$ cat src/rtl/hazard_pipe_pkg.sv
// hazard_pipe_pkg: shared encodings, stage types and bubble constants for hazard_pipe
package hazard_pipe_pkg;
  localparam logic [1:0] TUSE_NONE = 2'b11;
  localparam logic [1:0] TNEW_LINK = 2'd0;
  localparam logic [1:0] TNEW_ALU = 2'd1;
  localparam logic [1:0] TNEW_LOAD = 2'd2;
  localparam logic [1:0] MD_NONE = 2'b00;
  localparam logic [1:0] MD_MULT = 2'b01;
  localparam logic [1:0] MD_DIV = 2'b10;
  localparam logic [1:0] MD_HILO = 2'b11;
  typedef struct packed {
    logic [4:0] a1;
    logic [4:0] a2;
    logic [4:0] a3;
    logic       reg_write;
    logic       jal;
    logic       jalr;
    logic [1:0] tnew;
    logic [1:0] md;
  } e_stage_t;
  typedef struct packed {
    logic [4:0] a2;
    logic [4:0] a3;
    logic       reg_write;
    logic       jal;
    logic       jalr;
    logic [1:0] tnew;
  } m_stage_t;
  typedef struct packed {
    logic [4:0] a3;
    logic       reg_write;
    logic       jal;
    logic       jalr;
    logic [1:0] tnew;
  } w_stage_t;
  localparam e_stage_t E_BUBBLE = '0;
  localparam m_stage_t M_BUBBLE = '0;
  localparam w_stage_t W_BUBBLE = '0;
  function automatic logic [1:0] sat_dec(input logic [1:0] t);
    return (t == 2'd0) ? 2'd0 : t - 2'd1;
  endfunction
  function automatic logic is_md_start(input logic [1:0] md);
    return (md == MD_MULT) || (md == MD_DIV);
  endfunction
endpackage

$ cat src/rtl/hazard_pipe_md_busy_ctr.sv
// md_busy_ctr: multiply/divide occupancy countdown
module md_busy_ctr
  import hazard_pipe_pkg::*;
#(
  parameter int MULT_CYCLES = 5,
  parameter int DIV_CYCLES = 10
) (
  input  logic       clk,
  input  logic       reset_n,
  input  logic [1:0] md_e,
  output logic       md_busy
);
  localparam int MAX_CYCLES = (MULT_CYCLES > DIV_CYCLES) ? MULT_CYCLES : DIV_CYCLES;
  localparam int W = $clog2(MAX_CYCLES + 1);
  logic [W-1:0] cnt;
  always_ff @(posedge clk or negedge reset_n)
    if (!reset_n) cnt <= '0;
    else cnt <= (md_e == MD_MULT) ? W'(MULT_CYCLES) :
                (md_e == MD_DIV) ? W'(DIV_CYCLES) :
                (cnt != '0) ? cnt - W'(1) : '0;
  assign md_busy = is_md_start(md_e) || (cnt != '0);
endmodule

$ cat src/rtl/hazard_pipe.sv
// hazard_pipe: E/M/W control pipeline with Tuse/Tnew stall detection and mult/div busy tracking
module hazard_pipe
  import hazard_pipe_pkg::*;
#(
  parameter int MULT_CYCLES = 5,
  parameter int DIV_CYCLES = 10
) (
  input  logic       clk,
  input  logic       reset_n,
  input  logic [4:0] A1_D,
  input  logic [4:0] A2_D,
  input  logic [1:0] Tuse_rs_D,
  input  logic [1:0] Tuse_rt_D,
  input  logic [4:0] A3_D,
  input  logic [1:0] Tnew_D,
  input  logic       RegWrite_D,
  input  logic       jal_D,
  input  logic       jalr_D,
  input  logic [1:0] md_D,
  output logic       stall,
  output logic [4:0] A1_E,
  output logic [4:0] A2_E,
  output logic [4:0] A2_M,
  output logic [4:0] A3_E,
  output logic [4:0] A3_M,
  output logic [4:0] A3_W,
  output logic       RegWrite_E,
  output logic       RegWrite_M,
  output logic       RegWrite_W,
  output logic       jal_E,
  output logic       jal_M,
  output logic       jal_W,
  output logic       jalr_E,
  output logic       jalr_M,
  output logic       jalr_W,
  output logic [1:0] Tnew_E,
  output logic [1:0] Tnew_M,
  output logic [1:0] Tnew_W,
  output logic       md_busy
);
  e_stage_t d, e;
  m_stage_t m;
  w_stage_t w;
  logic live_e, live_m, haz_rs, haz_rt, md_stall;
  assign d = '{a1: A1_D, a2: A2_D, a3: A3_D, reg_write: RegWrite_D, jal: jal_D,
               jalr: jalr_D, tnew: Tnew_D, md: md_D};
  always_ff @(posedge clk or negedge reset_n)
    if (!reset_n) begin
      e <= E_BUBBLE;
      m <= M_BUBBLE;
      w <= W_BUBBLE;
    end else begin
      e <= stall ? E_BUBBLE : d;
      m <= '{a2: e.a2, a3: e.a3, reg_write: e.reg_write, jal: e.jal, jalr: e.jalr,
             tnew: sat_dec(e.tnew)};
      w <= '{a3: m.a3, reg_write: m.reg_write, jal: m.jal, jalr: m.jalr,
             tnew: sat_dec(m.tnew)};
    end
  md_busy_ctr #(.MULT_CYCLES(MULT_CYCLES), .DIV_CYCLES(DIV_CYCLES)) u_md (
    .clk(clk), .reset_n(reset_n), .md_e(e.md), .md_busy(md_busy)
  );
  assign live_e = e.reg_write && (e.a3 != 5'd0);
  assign live_m = m.reg_write && (m.a3 != 5'd0);
  assign haz_rs = (Tuse_rs_D != TUSE_NONE) &&
                  ((live_e && A1_D == e.a3 && Tuse_rs_D < e.tnew) ||
                   (live_m && A1_D == m.a3 && Tuse_rs_D < m.tnew));
  assign haz_rt = (Tuse_rt_D != TUSE_NONE) &&
                  ((live_e && A2_D == e.a3 && Tuse_rt_D < e.tnew) ||
                   (live_m && A2_D == m.a3 && Tuse_rt_D < m.tnew));
  assign md_stall = (md_D != MD_NONE) && (md_busy || is_md_start(e.md));
  assign stall = reset_n && (haz_rs || haz_rt || md_stall);
  assign A1_E = e.a1;
  assign A2_E = e.a2;
  assign A2_M = m.a2;
  assign A3_E = e.a3;
  assign A3_M = m.a3;
  assign A3_W = w.a3;
  assign RegWrite_E = e.reg_write;
  assign RegWrite_M = m.reg_write;
  assign RegWrite_W = w.reg_write;
  assign jal_E = e.jal;
  assign jal_M = m.jal;
  assign jal_W = w.jal;
  assign jalr_E = e.jalr;
  assign jalr_M = m.jalr;
  assign jalr_W = w.jalr;
  assign Tnew_E = e.tnew;
  assign Tnew_M = m.tnew;
  assign Tnew_W = w.tnew;
endmodule

$ cat config.mk
export PLATFORM = sky130hd
export DESIGN_NAME = hazard_pipe
export DESIGN_NICKNAME = d
export VERILOG_FILES = /design/src/rtl/hazard_pipe_pkg.sv /design/src/rtl/hazard_pipe_md_busy_ctr.sv /design/src/rtl/hazard_pipe.sv
export SDC_FILE = /design/constraint.sdc
export NUM_CORES = 1
export LEC_CHECK = 0
export CAP_MARGIN = 10
export CORE_ASPECT_RATIO = 1.5
export CORE_UTILIZATION = 48
export CTS_CLUSTER_DIAMETER = 100
export DETAILED_ROUTE_END_ITERATION = 8
export PLACE_DENSITY = 0.83
export SLEW_MARGIN = 0
export SYNTH_ARGS = -nofsm -noshare
export SYNTH_HDL_FRONTEND = slang
export SYNTH_HIERARCHICAL = 1
export SYNTH_SLANG_ARGS = --single-unit
$ cat constraint.sdc
create_clock -name clk -period 3 [get_ports clk]
set_clock_uncertainty 0.05 [all_clocks]
set_input_delay 0.75 -clock clk [delete_from_list [all_inputs] [get_ports clk]]
set_output_delay 0.75 -clock clk [all_outputs]
set_load 0.05 [all_outputs]
-- Word level (Yosys, flattened, before mapping)
Index checks and enable logic that the tools add are counted.
- multiplexer cells: 6
- multipliers: 0
- div/mod/pow operators: 0
- reduce and logical (&&, ||, !) cells: 27
- bitwise gates (word level): 0
- shift operators: 0
- order comparisons: 4
- add/sub/neg operators: 3
- equal/unequal tests: 8
- operator list (kind ; number):
    $mux 22 ; 1
    $eq 5x5->1 ; 4
    $logic_and 1x1->1 ; 14
    $mux 4 ; 3
    $reduce_bool 5->1 ; 2
    $lt 2x2->1 ; 4
    $logic_or 1x1->1 ; 7
    $logic_not 2->1 ; 2
    $mux 2 ; 2
    $ne 2x2->1 const B ; 2
    $reduce_bool 4->1 ; 1
    $sub 2x1->2 const B ; 2
    $sub 4x1->4 const B ; 1
    $eq 2x1->1 const B ; 1
    $eq 2x2->1 const B ; 1
    $reduce_bool 2->1 ; 1
- bits of input ports: 28
- output and inout bits: 47
- memory bits (read-only): 0
- memories: 0
- bits in latches: 0
- register bits: 51
- RAM bits: 0

-- Depth between registers and ports, before layout
Gate-level depths: netlist of run 1.
- word-level depth: 10
- gate-level depth with buffers: 8
- gate-level depth less buffers: 7

-- Hierarchy
Netlist of run 1, hierarchy kept.
- modules (own cells, without submodules) (module ; cells an instance ; sequential area each (µm²) ; instances ; area an instance (µm²)):
    hazard_pipe ; 150 ; 1176.1 ; 1 ; 2087.0
    md_busy_ctr ; 23 ; 100.1 ; 1 ; 220.2

-- Worst setup path before layout of run 1
OpenSTA, ideal clock, no wires.
- kind: register to output
- from: register m, in the netlist Tnew_M[1]
- to: output stall
- buffers on the path: 0
- setup slack: -0.296 ns
- cell stages (with the launch flop): 7
- data required time: 2.200 ns
- arrival: 2.496 ns
- path through: dfrtp_1 > inv_1 > ha_1 > nor2b_1 > nor3_1 > nand4b_2 > a41oi_1
- cells in the longest elaborated chain, start to end: 7
- elaborated cells between the ends (all ways): 11
- those cells by class: 2 x order compare; 9 x reduce/logical
- RTL lines (what ; line ; source):
    start: declaration ; hazard_pipe.sv:42 ; m_stage_t m;
    start signal: assignment ; hazard_pipe.sv:54 ; m <= '{a2: e.a2, a3: e.a3, reg_write: e.reg_write, jal: e.jal, jalr: e.jalr,
    $lt 2x2->1, on equally long branches ; hazard_pipe.sv:66, hazard_pipe.sv:69 ;
    $logic_and 1x1->1, on equally long branches ; hazard_pipe.sv:66, hazard_pipe.sv:69 ;
    $logic_or 1x1->1, on equally long branches ; hazard_pipe.sv:65, hazard_pipe.sv:68 ;
    $logic_and 1x1->1, on equally long branches ; hazard_pipe.sv:64, hazard_pipe.sv:67 ;
    $logic_or 1x1->1 (*) (2 in a row) ; hazard_pipe.sv:71 ; assign stall = reset_n && (haz_rs || haz_rt || md_stall);
    $logic_and 1x1->1 (*) ; hazard_pipe.sv:71 ;
    end: declaration ; hazard_pipe.sv:20 ; output logic stall,
Mark *: on every way between the ends. The rest lies on a longest branch, timed or not.

-- Final worst setup path of run 1
- from: input Tuse_rs_D[1]
- to: output stall
- cells in the longest elaborated chain, start to end: 7
- elaborated cells between the ends (all ways): 10
- those cells by class: 2 x order compare; 1 x eq/ne; 7 x reduce/logical
- RTL lines (what ; line ; source):
    start: declaration ; hazard_pipe.sv:12 ; input logic [1:0] Tuse_rs_D,
    $lt 2x2->1, on equally long branches ; hazard_pipe.sv:65, hazard_pipe.sv:66 ;
    $logic_and 1x1->1, on equally long branches ; hazard_pipe.sv:65, hazard_pipe.sv:66 ;
    $logic_or 1x1->1 ; hazard_pipe.sv:65 ; ((live_e && A1_D == e.a3 && Tuse_rs_D < e.tnew) ||
    $logic_and 1x1->1 (*) ; hazard_pipe.sv:64 ; assign haz_rs = (Tuse_rs_D != TUSE_NONE) &&
    $logic_or 1x1->1 (*) (2 in a row) ; hazard_pipe.sv:71 ;
    $logic_and 1x1->1 (*) ; hazard_pipe.sv:71 ;
Marks and branches as above.

==> results of run 1 <==
[stage by stage]
| stage | area (um^2) | std cells | TNS, ns | hold slack [ns] | worst slack (ns) |
|---|---|---|---|---|---|
| floorplan | 2315 | 173 | 0 | 0.3048 | 0.05464 |
| global placement | 3097 | 303 | -0.3669 | 0.3068 | -0.3669 |
| detailed placement | 3097 | 303 | -0.4162 | 0.3124 | -0.4162 |
| CTS | 3308 | 318 | 0 | 0.3345 | 0.0002187 |
| global route | 3480 | 327 | -0.1630 | 0.3408 | -0.1339 |
| finish | 3480 | 327 | -0.1074 | 0.3319 | -0.1074 |
[layer usage]
layer | track usage [%] | vias to the layer above | part of all wire (%)
li1 | - | 749 | -
met1 | 24.31 | 811 | 36
met4 | 12.77 | 0 | 3.4
met3 | 5.498 | 16 | 4.0
met5 | 0 | - | 0
met2 | 39.50 | 52 | 57
[cells in the mapped netlist, types with 2 or more instances]
master	count	share of area, %
a21oi_1	4	0.87
buf_4	19	6.2
nor4_1	3	0.81
o21ai_0	2	0.43
nor3_1	4	0.87
nand3_1	2	0.43
nor2_1	5	0.81
buf_6	2	0.98
nand2b_1	3	0.81
nand4_1	2	0.54
xnor2_1	4	1.5
nor2b_1	2	0.54
inv_1	6	0.98
o21a_1	2	0.65
and2_1	2	0.54
or4_1	2	0.65
ha_1	6	3.3
nor3b_2	20	11
xor2_1	17	6.5
dfrtp_1	51	55
nor3b_1	2	0.65
[path summary, 6_finish.rpt]
kind,start,endpoint,slack [ns],depth (start not counted)
min in group asynchronous,reset_n,A1_E[3],0.51,2
worst max-delay path,Tuse_rs_D[1],stall,-0.11,7
worst min-delay path,jal_E,jal_M,0.33,0
max in group asynchronous,reset_n,A3_M[2],1.94,2
worst max register to register,A3_E[0],e[0],0.17,13
worst min register to register,jal_E,jal_M,0.33,0
[flip-flops by register name, indices dropped and copies added, names as in the netlist]
name / flops
jal_W: 1
A3_W: 5
jalr_W: 1
jalr_M: 1
jal_M: 1
u_md/cnt: 4
e: 2
Tnew_W: 2
jal_E: 1
A1_E: 5
A3_E: 5
RegWrite_E: 1
A2_E: 5
Tnew_E: 2
A2_M: 5
RegWrite_W: 1
RegWrite_M: 1
A3_M: 5
jalr_E: 1
Tnew_M: 2
[critical path: stages]
cell and delay [ns]:
buf_2 0.14, ha_1 0.33, o21ai_0 0.27, nand3_1 0.12, nand4b_2 0.26, a41oi_2 0.27, buf_12 0.17
[power by group]
part | leakage (nW) | total (mW) | switching, mW | internal (mW)
clock | 0.0654 | 0.549 | 0.216 | 0.333
combinational | 0.832 | 0.677 | 0.404 | 0.274
sequential | 0.635 | 0.859 | 0.0869 | 0.772
total | 1.53 | 2.09 | 0.706 | 1.38
[logic make-up (layout without fill, tap and decap cells)]
kind of cell             after synthesis  count (layout)  share of synthesized area, %
AO/OA/AOI/OAI                         17              17                         5.803
buffers and inverters                 27             117                         8.134
AND/OR/NAND/NOR                       50              50                         19.09
adder cells (fa/ha/maj)                6               6                         3.254
XOR/XNOR                              21              21                         7.972
flip-flops                            51              51                         55.31
multiplexers                           1               1                        0.4339
[timing repair]
| item | CTS | global route |
|---|---|---|
| pin swaps | 11 | 8 |
| gates resized for setup | 38 | 26 |
| setup buffers | 7 | 9 |
| setup endpoints to repair | 1 | 14 |
[cell type report]
type	count	area, um^2
multi-input cells	95	998.5
fillers	310	1100
clock buffers	6	72.57
well taps	64	80.08
flip-flops and latches	51	1284
clock inverters	2	60.06
repair buffers	103	962.2
inverters	6	22.52
==> out/summary.log, run 1 <==
qor: yosys.ys_async_sr_fraction 100.0%
qor: placement.globalplace.congestion 0.8999
qor: clocking.cts.sinks 51
qor: global_route.pin_count_of_the_biggest_net_entering_global_routing 52
qor: timing.timing.max_slew.rel_slack 58.89%
qor: yosys.synth_cells 173
qor: clocking.cts-buffers-inserted 5
qor: clocking.path_clk_slew 0.09 ns
qor: pwr.power 2.085 mW
qor: floorplan.design.die.area 5093 um^2
qor: yosys.number_of_synthesized_flops_with_an_enable_pin 0
qor: final_layout.drive_gt1_share 34.60%
qor: timing.worst_margin_slew 0.6166 ns
qor: floorplan.design.core.area 4579 um^2
qor: final_layout.number_of_diodes 0
qor: pwr.power_density 599.3 nW/um^2
qor: yosys.synth-warning-count 6
qor: floorplan.floorplan.die.width 58.61 um
qor: setup_path.endpoint_kind output port
qor: outcome.run_status complete, but fails checks
qor: clocking.cts_htree_levels 2
qor: hold_path.worstHoldPathType flop to flop
qor: timing.final_worst_setup_slack -0.1074 ns
qor: timing.report.final.slew_viol_count 0
qor: drt.wl_per_cell 17.14 um
qor: clocking.cts-hold-fix-buffers 0
qor: drt.antenna_left 0
qor: clocking.clk_path_buf_depth 2
qor: drt.detail_route.drc_violations 0
qor: floorplan.rows 30
qor: floorplan.top_level_ports 75
qor: yosys.seq_area_frac_synth 55.31%
qor: run.cap_viol_max_count 0
qor: setup_path.critical_path_required 2.20 ns
qor: setup_path.critical_path_class primary input to output port
qor: setup_path.critical_path.max_fanout 4
qor: timing.fmaxAchievable 321.8 MHz
qor: setup_path.cp_data_arrival_time 2.31 ns
qor: placement.dp.final_hpwl 3791 um
qor: pwr.vdd_ir_drop_max 449.2 uV
qor: timing.period_utilisation_layout 103.6%
qor: timing.final_hold_violating_endpoints 0
qor: clocking.clk_latency 0.30 ns
qor: final_layout.most_common_library_cell_in_the_layout_ignoring_fill_and_taps clkdlybuf4s50_1
qor: clocking.clk_root_buffer_cell clkbuf_8
qor: timing.unrepaired_setup_endpoints_after_global_routing true
qor: final_layout.number_of_nets_at_the_end_of_the_flow 296
qor: yosys.syn-num-nets 207
qor: global_route.grtUsageTotal 22.53%
qor: drt.drt-initial-drc-count 34
qor: drt.drtPass1Iterations 4
qor: global_route.grt_pass1_vias 1744
qor: drt.totalWireLength 5605 um
qor: yosys.netlist-cell-type-count 34
qor: yosys.synth.cell_area 2307 um^2
qor: outcome.violations setup timing
qor: final_layout.syn2layout_area_growth 50.81%
qor: floorplan.initial_utilization 50.38%
qor: yosys.postSynthAreaPerCell 13.34 um^2
qor: global_route.antenna_violations_before_repair 0
qor: setup_path.crit_path_start_kind primary input
qor: drt.detailroute.via_count 1628
qor: final_layout.finalCoreUtilization 75.98%
qor: yosys.yosys_register_bits 51
qor: drt.routed_vias_inst 4.979
qor: placement.io_buffers 74
qor: timing.timing.final.setup_violations 1
qor: clocking.tritoncts_clock_tree yes
qor: final_layout.final_cell_mix 58 x clkdlybuf4s50_1, 45 x dfrtp_1, 28 x buf_4
qor: global_route.grt-ovfl-total 0
qor: floorplan.fp.dieH 86.91 um
qor: global_route.global_route_wire_length_before_repair 8335 um
qor: pwr.power.static_leakage 1.533 nW
qor: yosys.yosys_most_used_dff dfrtp_1
qor: timing.period_minus_slack 3.107 ns
Note: power is estimated with default switching activity, not from simulation.
==> inputs of run 2 (changes only) <==
clock period = 4 ns   (was 3 ns; I/O delays follow)
==> run 2 against run 1 <==
Against the previous run: the run now ends clean; cell count down 6.1%; worst hold slack got worse by 0.0010 ns; non-clock buffer count decreased by 20; sequential power is 25% lower; via count is 6.8% lower; routed wire length fell by 17%; global-route usage decreased by 2.8 points; clock-buffer cell count stayed put; largest cell class unchanged; die area did not move; register-to-register slack improved by 1.5 ns; clock power down 25%.
==> out/summary.log, run 2 (synthesized netlist as in run 1, its figures left out) <==
qor: placement.io_buffers 74 [unchanged]
qor: global_route.grt-ovfl-total 0 [unchanged]
qor: clocking.cts.sinks 51 [unchanged]
qor: floorplan.design.die.area 5093 um^2 [unchanged]
qor: hold_path.worstHoldPathType flop to flop
qor: final_layout.finalCoreUtilization 70.36% [-5.6 points]
qor: hold_path.worst_hold_path.num_cells 0 [unchanged]
qor: pwr.power_density 470.7 nW/um^2 [-21%]
qor: clocking.clk_latency 0.30 ns [about the same]
qor: setup_path.critical_path.max_fanout 3 [-1]
qor: hold_path.hold_end jal_W
qor: setup_path.rr_endpoint A1_E[4]
qor: pwr.vdd_ir_drop_max 346.6 uV [-23%]
qor: floorplan.top_level_ports 75 [unchanged]
qor: hold_path.holdCritStartpoint jal_M
qor: pwr.power.static_leakage 1.408 nW [-8.2%]
qor: floorplan.rows 30 [unchanged]
qor: floorplan.initial_utilization 50.38% [unchanged]
qor: drt.drt-initial-drc-count 31 [-8.8%]
qor: drt.routed_vias_inst 4.945 [-0.68%]
qor: clocking.cts-buffers-inserted 5 [unchanged]
qor: setup_path.critical_path_class primary input to output port
qor: setup_path.critical_path_required 2.95 ns [+0.75 ns]
qor: final_layout.filler_cell_count 333 [+7.4%]
qor: clocking.clk_root_buffer_cell clkbuf_8
qor: global_route.grtUsageTotal 19.72% [-2.8 points]
qor: timing.period_minus_slack 3.857 ns
qor: final_layout.most_common_library_cell_in_the_layout_ignoring_fill_and_taps clkdlybuf4s50_1
qor: setup_path.ff2ff_path_depth 8 [-5]
qor: final_layout.number_of_diodes 0 [unchanged]
qor: placement.globalplace.congestion 0.8840 [-1.8%]
qor: drt.wl_per_cell 15.11 um [-12%]
qor: timing.unrepaired_setup_endpoints_after_global_routing false
qor: drt.detailroute.via_count 1518 [-6.8%]
qor: timing.final_hold_violating_endpoints 0 [unchanged]
qor: clocking.postCtsSetupRepairBufs 0 [-7]
qor: placement.dp.final_hpwl 3494 um [-7.8%]
qor: setup_path.cp_data_arrival_time 2.81 ns [+0.50 ns]
qor: clocking.clk_path_buf_depth 2 [unchanged]
qor: timing.fmaxAchievable 259.3 MHz
qor: floorplan.floorplan.die.width 58.61 um [unchanged]
qor: setup_path.maximum_single_stage_delay_on_the_critical_path 0.49 ns [+0.16 ns]
qor: timing.worst_margin_slew 0.6752 ns [+0.05853 ns]
qor: timing.timing.max_slew.rel_slack 54.99% [-3.9 points]
qor: timing.report.final.slew_viol_count 0 [unchanged]
qor: timing.period_utilisation_layout 96.43%
qor: setup_path.crit_path_start_kind primary input
qor: setup_path.r2r-start Tnew_E[1]
qor: placement.dpl_cell_area 3072 um^2 [-0.81%]
qor: drt.totalWireLength 4639 um [-17%]
qor: final_layout.number_of_nets_at_the_end_of_the_flow 276 [-6.8%]
qor: setup_path.worst_path_dominant_cell_family buffers and inverters
qor: setup_path.endpoint_kind output port
qor: global_route.pin_count_of_the_biggest_net_entering_global_routing 52 [unchanged]
qor: final_layout.multi_input_area 869.6 um^2 [-13%]
qor: clocking.cts-hold-fix-buffers 0 [unchanged]
qor: drt.detail_route.drc_violations 0 [unchanged]
qor: timing.timing.final.setup_violations 0 [-1]
qor: setup_path.critical_path.cell_chain clkdlybuf4s50_1 -> xor2_1 -> nor4_1 -> nand4_1 -> a22o_1 -> a41oi_2 -> buf_12
qor: final_layout.final_instance_area 3222 um^2 [-7.4%]
qor: final_layout.regArea 1276 um^2 [-0.59%]
qor: clocking.path_clk_slew 0.08 ns [about the same]
qor: global_route.antenna_violations_before_repair 0 [unchanged]
qor: final_layout.drive_gt1_share 18.52% [-16 points]
qor: setup_path.max_stage_delay_cell_worst_path clkdlybuf4s50_1
qor: final_layout.syn2layout_area_growth 39.64%
qor: run.cap_viol_max_count 0 [unchanged]
qor: global_route.global_route_wire_length_before_repair 7445 um [-11%]
qor: final_layout.final_cell_mix 71 x clkdlybuf4s50_1, 51 x dfrtp_1, 20 x nor3b_2
qor: setup_path.critical_path_buf_inv_count 2 [unchanged]
qor: clocking.cts_htree_levels 2 [unchanged]
qor: clocking.tritoncts_clock_tree yes
qor: global_route.grt_pass1_vias 1572 [-9.9%]
qor: drt.antenna_left 0 [unchanged]
qor: floorplan.design.core.area 4579 um^2 [unchanged]
qor: drt.drtPass1Iterations 4 [unchanged]
qor: outcome.run_status finished clean
qor: floorplan.fp.dieH 86.91 um [unchanged]
qor: setup_path.rrSetupSlack 1.65 ns [+1.48 ns]
[run 2: per-layer routing]
layer / global-route usage [%] / wire, um
met2: 35.11 / 2593
met4: 7.359 / 72
met3: 4.309 / 196
met5: 0 / 0
met1: 22.83 / 1775
[run 2: worst register-to-register path, cell delays in order (launching register included)]
cell	delay [ns]
dfrtp_1	0.39
inv_1	0.11
ha_1	0.24
a2111oi_1	0.45
nand3_2	0.15
buf_4	0.17
a31oi_4	0.35
buf_12	0.23
nor3b_1	0.07
[run 2: worst max path at each step]
stage	to	slack (ns)	depth (start not counted)	startpoint
final	stall	0.14	7	A2_D[0]
after global placement	stall	0.01	7	Tuse_rs_D[1]
after global routing	stall	0.04	7	Tuse_rs_D[1]
after floorplan	stall	0.22	4	Tuse_rs_D[1]
after CTS	stall	0.05	7	Tuse_rt_D[1]
after detailed placement	stall	-0.03	7	Tuse_rt_D[1]
[run 2: area by class of cell]
type                       instances  area share, %
tap                               64          2.485
clock buffer                       6          2.252
inverter                           6         0.6990
multi-input combinational         95          26.99
timing repair buffer              83          26.10
clock inverter                     2          1.864
sequential                        51          39.61
[run 2: where the power goes]
group          switching, mW  internal [mW]  leakage, nW
registers             0.0614          0.578        0.643
logic                  0.282          0.184        0.699
clock network          0.161          0.250       0.0654
total                  0.505           1.01         1.41
[run 2: what timing repair did]
action | 4_1_cts | 5_1_grt
setup endpoints to repair | 1 | 1
gates resized for setup | 1 | 4
cloned | 0 | 0
[run 2: stage by stage]
stage	power [mW]	cells	setup slack [ns]	TNS [ns]	hold slack, ns
4_1_cts	1.524	307	0.05259	0	0.3314
2_1_floorplan	0.9599	173	0.2154	0	0.3048
3_3_place_gp	1.106	299	0.01408	0	0.3060
3_5_place_dp	1.114	299	-0.03252	-0.03252	0.3111
6_report	1.516	307	0.1429	0	0.3309
5_1_grt	1.577	307	0.03622	0	0.3494
==> inputs of run 3 (changes only) <==
REMOVE_ABC_BUFFERS = 1   (was not set)
==> run 3 against run 2 <==
Against the previous run: final area is 1.2% lower; via count is 2.0% higher; sequential power is 0.9% higher; sequential cell count stayed put; non-clock buffer count is 2 lower; clock power hardly changed; routed wire length is 7.8% higher; largest cell class unchanged.
==> out/summary.log, run 3 (synthesized netlist as in run 1, its figures left out) <==
qor: hold_path.worstHoldPathType flop to flop
qor: timing.timing.max_slew.rel_slack 56.98% [+2.0 points]
qor: timing.fin_worst_hold_slack 0.3308 ns [-0.00006400 ns]
qor: timing.setup_tns 0 ns [unchanged]
qor: timing.report.final.slew_viol_count 0 [unchanged]
qor: final_layout.most_common_library_cell_in_the_layout_ignoring_fill_and_taps clkdlybuf4s50_1
qor: drt.routed_vias_inst 5.079 [+2.7%]
qor: run.cap_viol_max_count 0 [unchanged]
qor: timing.worst_margin_slew 0.6453 ns [-0.02982 ns]
qor: final_layout.layout.cells.non_filler 305 [-0.65%]
qor: timing.period_minus_slack 3.862 ns [+0.004725 ns]
qor: global_route.grt_pass1_vias 1691 [+7.6%]
qor: placement.dpl.cell_count 297 [-0.67%]
qor: timing.period_utilisation_layout 96.55% [+0.12 points]
qor: final_layout.filler_cell_count 333 [unchanged]
qor: floorplan.design.core.area 4579 um^2 [unchanged]
qor: outcome.run_status finished clean
qor: setup_path.critical_path_class primary input to output port
qor: setup_path.cp_data_arrival_time 2.81 ns [about the same]
qor: timing.unrepaired_setup_endpoints_after_global_routing false
qor: drt.wl_per_cell 16.39 um [+8.5%]
qor: global_route.grt-ovfl-total 0 [unchanged]
qor: pwr.seq_power_share 42.4% [+0.2 points]
qor: clocking.path_clk_slew 0.09 ns [about the same]
qor: pwr.power_switching 0.5158 mW [+2.2%]
qor: timing.timing.final.setup_violations 0 [unchanged]
qor: clocking.cts.sinks 51 [unchanged]
qor: setup_path.crit_path_start_kind primary input
qor: pwr.power.internal 1.007 mW [-0.44%]
qor: final_layout.drive_gt1_share 18.26% [-0.26 points]
qor: placement.io_buffers 74 [unchanged]
qor: floorplan.fp.dieH 86.91 um [unchanged]
qor: clocking.clk_path_buf_depth 2 [unchanged]
qor: floorplan.initial_utilization 50.38% [unchanged]
qor: floorplan.design.die.area 5093 um^2 [unchanged]
qor: clocking.clk_latency 0.30 ns [about the same]
qor: pwr.power.static_leakage 1.382 nW [-1.8%]
qor: pwr.comb_power_share 30.4% [-0.3 points]
qor: final_layout.number_of_nets_at_the_end_of_the_flow 274 [-0.72%]
qor: drt.drtPass1Iterations 4 [unchanged]
qor: global_route.antenna_violations_before_repair 0 [unchanged]
qor: placement.dp.final_hpwl 3679 um [+5.3%]
qor: clocking.tritoncts_clock_tree yes
qor: floorplan.floorplan.die.width 58.61 um [unchanged]
qor: final_layout.final_cell_mix 72 x clkdlybuf4s50_1, 51 x dfrtp_1, 20 x nor3b_2
qor: global_route.global_route_wire_length_before_repair 7900 um [+6.1%]
qor: drt.totalWireLength 5000 um [+7.8%]
qor: timing.final_hold_violating_endpoints 0 [unchanged]
qor: pwr.switching_share 33.87% [+0.59 points]
qor: global_route.grtUsageTotal 21.35% [+1.6 points]
qor: final_layout.number_of_diodes 0 [unchanged]
qor: placement.globalplace.congestion 0.8650 [-2.1%]
qor: floorplan.top_level_ports 75 [unchanged]
qor: drt.detailroute.via_count 1549 [+2.0%]
qor: final_layout.finalCoreUtilization 69.51% [-0.85 points]
qor: setup_path.rrSetupSlack 1.70 ns [+0.05 ns]
qor: pwr.vdd_ir_drop_max 292.3 uV [-16%]
qor: final_layout.syn2layout_area_growth 37.96%
qor: clocking.cts_htree_levels 2 [unchanged]
qor: setup_path.endpoint_kind output port
qor: clocking.cts-hold-fix-buffers 0 [unchanged]
qor: clocking.postCtsSetupRepairBufs 0 [unchanged]
qor: drt.antenna_left 0 [unchanged]
qor: drt.detail_route.drc_violations 0 [unchanged]
qor: pwr.clkPwrFrac 27.2% [about the same]
qor: setup_path.critical_path_required 2.95 ns [about the same]
qor: pwr.power_density 478.5 nW/um^2 [+1.7%]
qor: global_route.pin_count_of_the_biggest_net_entering_global_routing 52 [unchanged]
qor: drt.drt-initial-drc-count 35 [+13%]
qor: timing.fmaxAchievable 258.9 MHz [-0.12%]
qor: clocking.cts-buffers-inserted 5 [unchanged]
qor: setup_path.critical_path.max_fanout 4 [+1]
qor: clocking.clk_root_buffer_cell clkbuf_8
qor: floorplan.rows 30 [unchanged]
-- run 3: changes by cell type in the layout (fill, tap and decap cells not counted), sizes merged --
cell and change:
buf -2, dlymetal6s2s -1, clkinvlp +1, clkbuf -1, clkdlybuf4s50 +1
-- run 3: cell type report --
cell class	count	area, um^2	share of cell area, %
multi-input cells	95	869.6	27.32
clock buffers	5	68.82	2.162
repair buffers	81	798.3	25.08
well taps	64	80.08	2.516
flip-flops and latches	51	1276	40.09
clock inverters	3	67.56	2.123
inverters	6	22.52	0.7075
-- run 3: worst paths after layout --
path,start,endpoint,cells past startpoint
max in group asynchronous,reset_n,Tnew_E[0],2
hold reg to reg,jalr_M,jalr_W,0
min in group asynchronous,reset_n,u_md/cnt[0],2
hold / removal,jalr_M,jalr_W,0
setup reg to reg,Tnew_E[1],A1_E[4],8
setup / recovery,Tuse_rs_D[1],stall,7
-- run 3: through the flow --
| step | power [mW] | setup WS [ns] | cell area [um^2] |
|---|---|---|---|
| after floorplan | 0.9298 | 0.2153 | 2142 |
| after global placement | 1.101 | 0.04717 | 3032 |
| after detailed placement | 1.116 | -0.07995 | 3032 |
| after CTS | 1.530 | 0.02623 | 3169 |
| after global routing | 1.582 | 0.01355 | 3183 |
| final | 1.523 | 0.1381 | 3183 |
-- run 3: power by group through the flow --
stage / Sequential (mW) / Clock (mW) / Combinational (mW)
floorplan: 0.790 / 0 / 0.140
global placement: 0.647 / 0 / 0.453
detailed placement: 0.656 / 0 / 0.460
CTS: 0.645 / 0.423 / 0.463
global route: 0.654 / 0.442 / 0.487
finish: 0.646 / 0.414 / 0.463
-- run 3: worst max-delay path: stages --
cell and delay (ns):
clkdlybuf4s50_1 0.48, ha_1 0.34, o21ai_0 0.19, nand3_1 0.08, nand4b_2 0.26, a41oi_2 0.29, buf_12 0.17
-- run 3: metal layers --
layer  vias up  part of all wire, %  track usage (%)  wire [um]
met5         -                    0                0          0
met4         0                  3.1            11.47        154
met3        15                  4.1            5.052        207
met2        57                   54            37.10       2682
met1       764                   39            23.72       1956
li1        713                    -                -          -
-- run 3: repair_timing --
item                                    4_1_cts  5_1_grt
gates cloned                                  0        0
endpoints found under the setup margin        1        1
gates resized for setup                       1        2
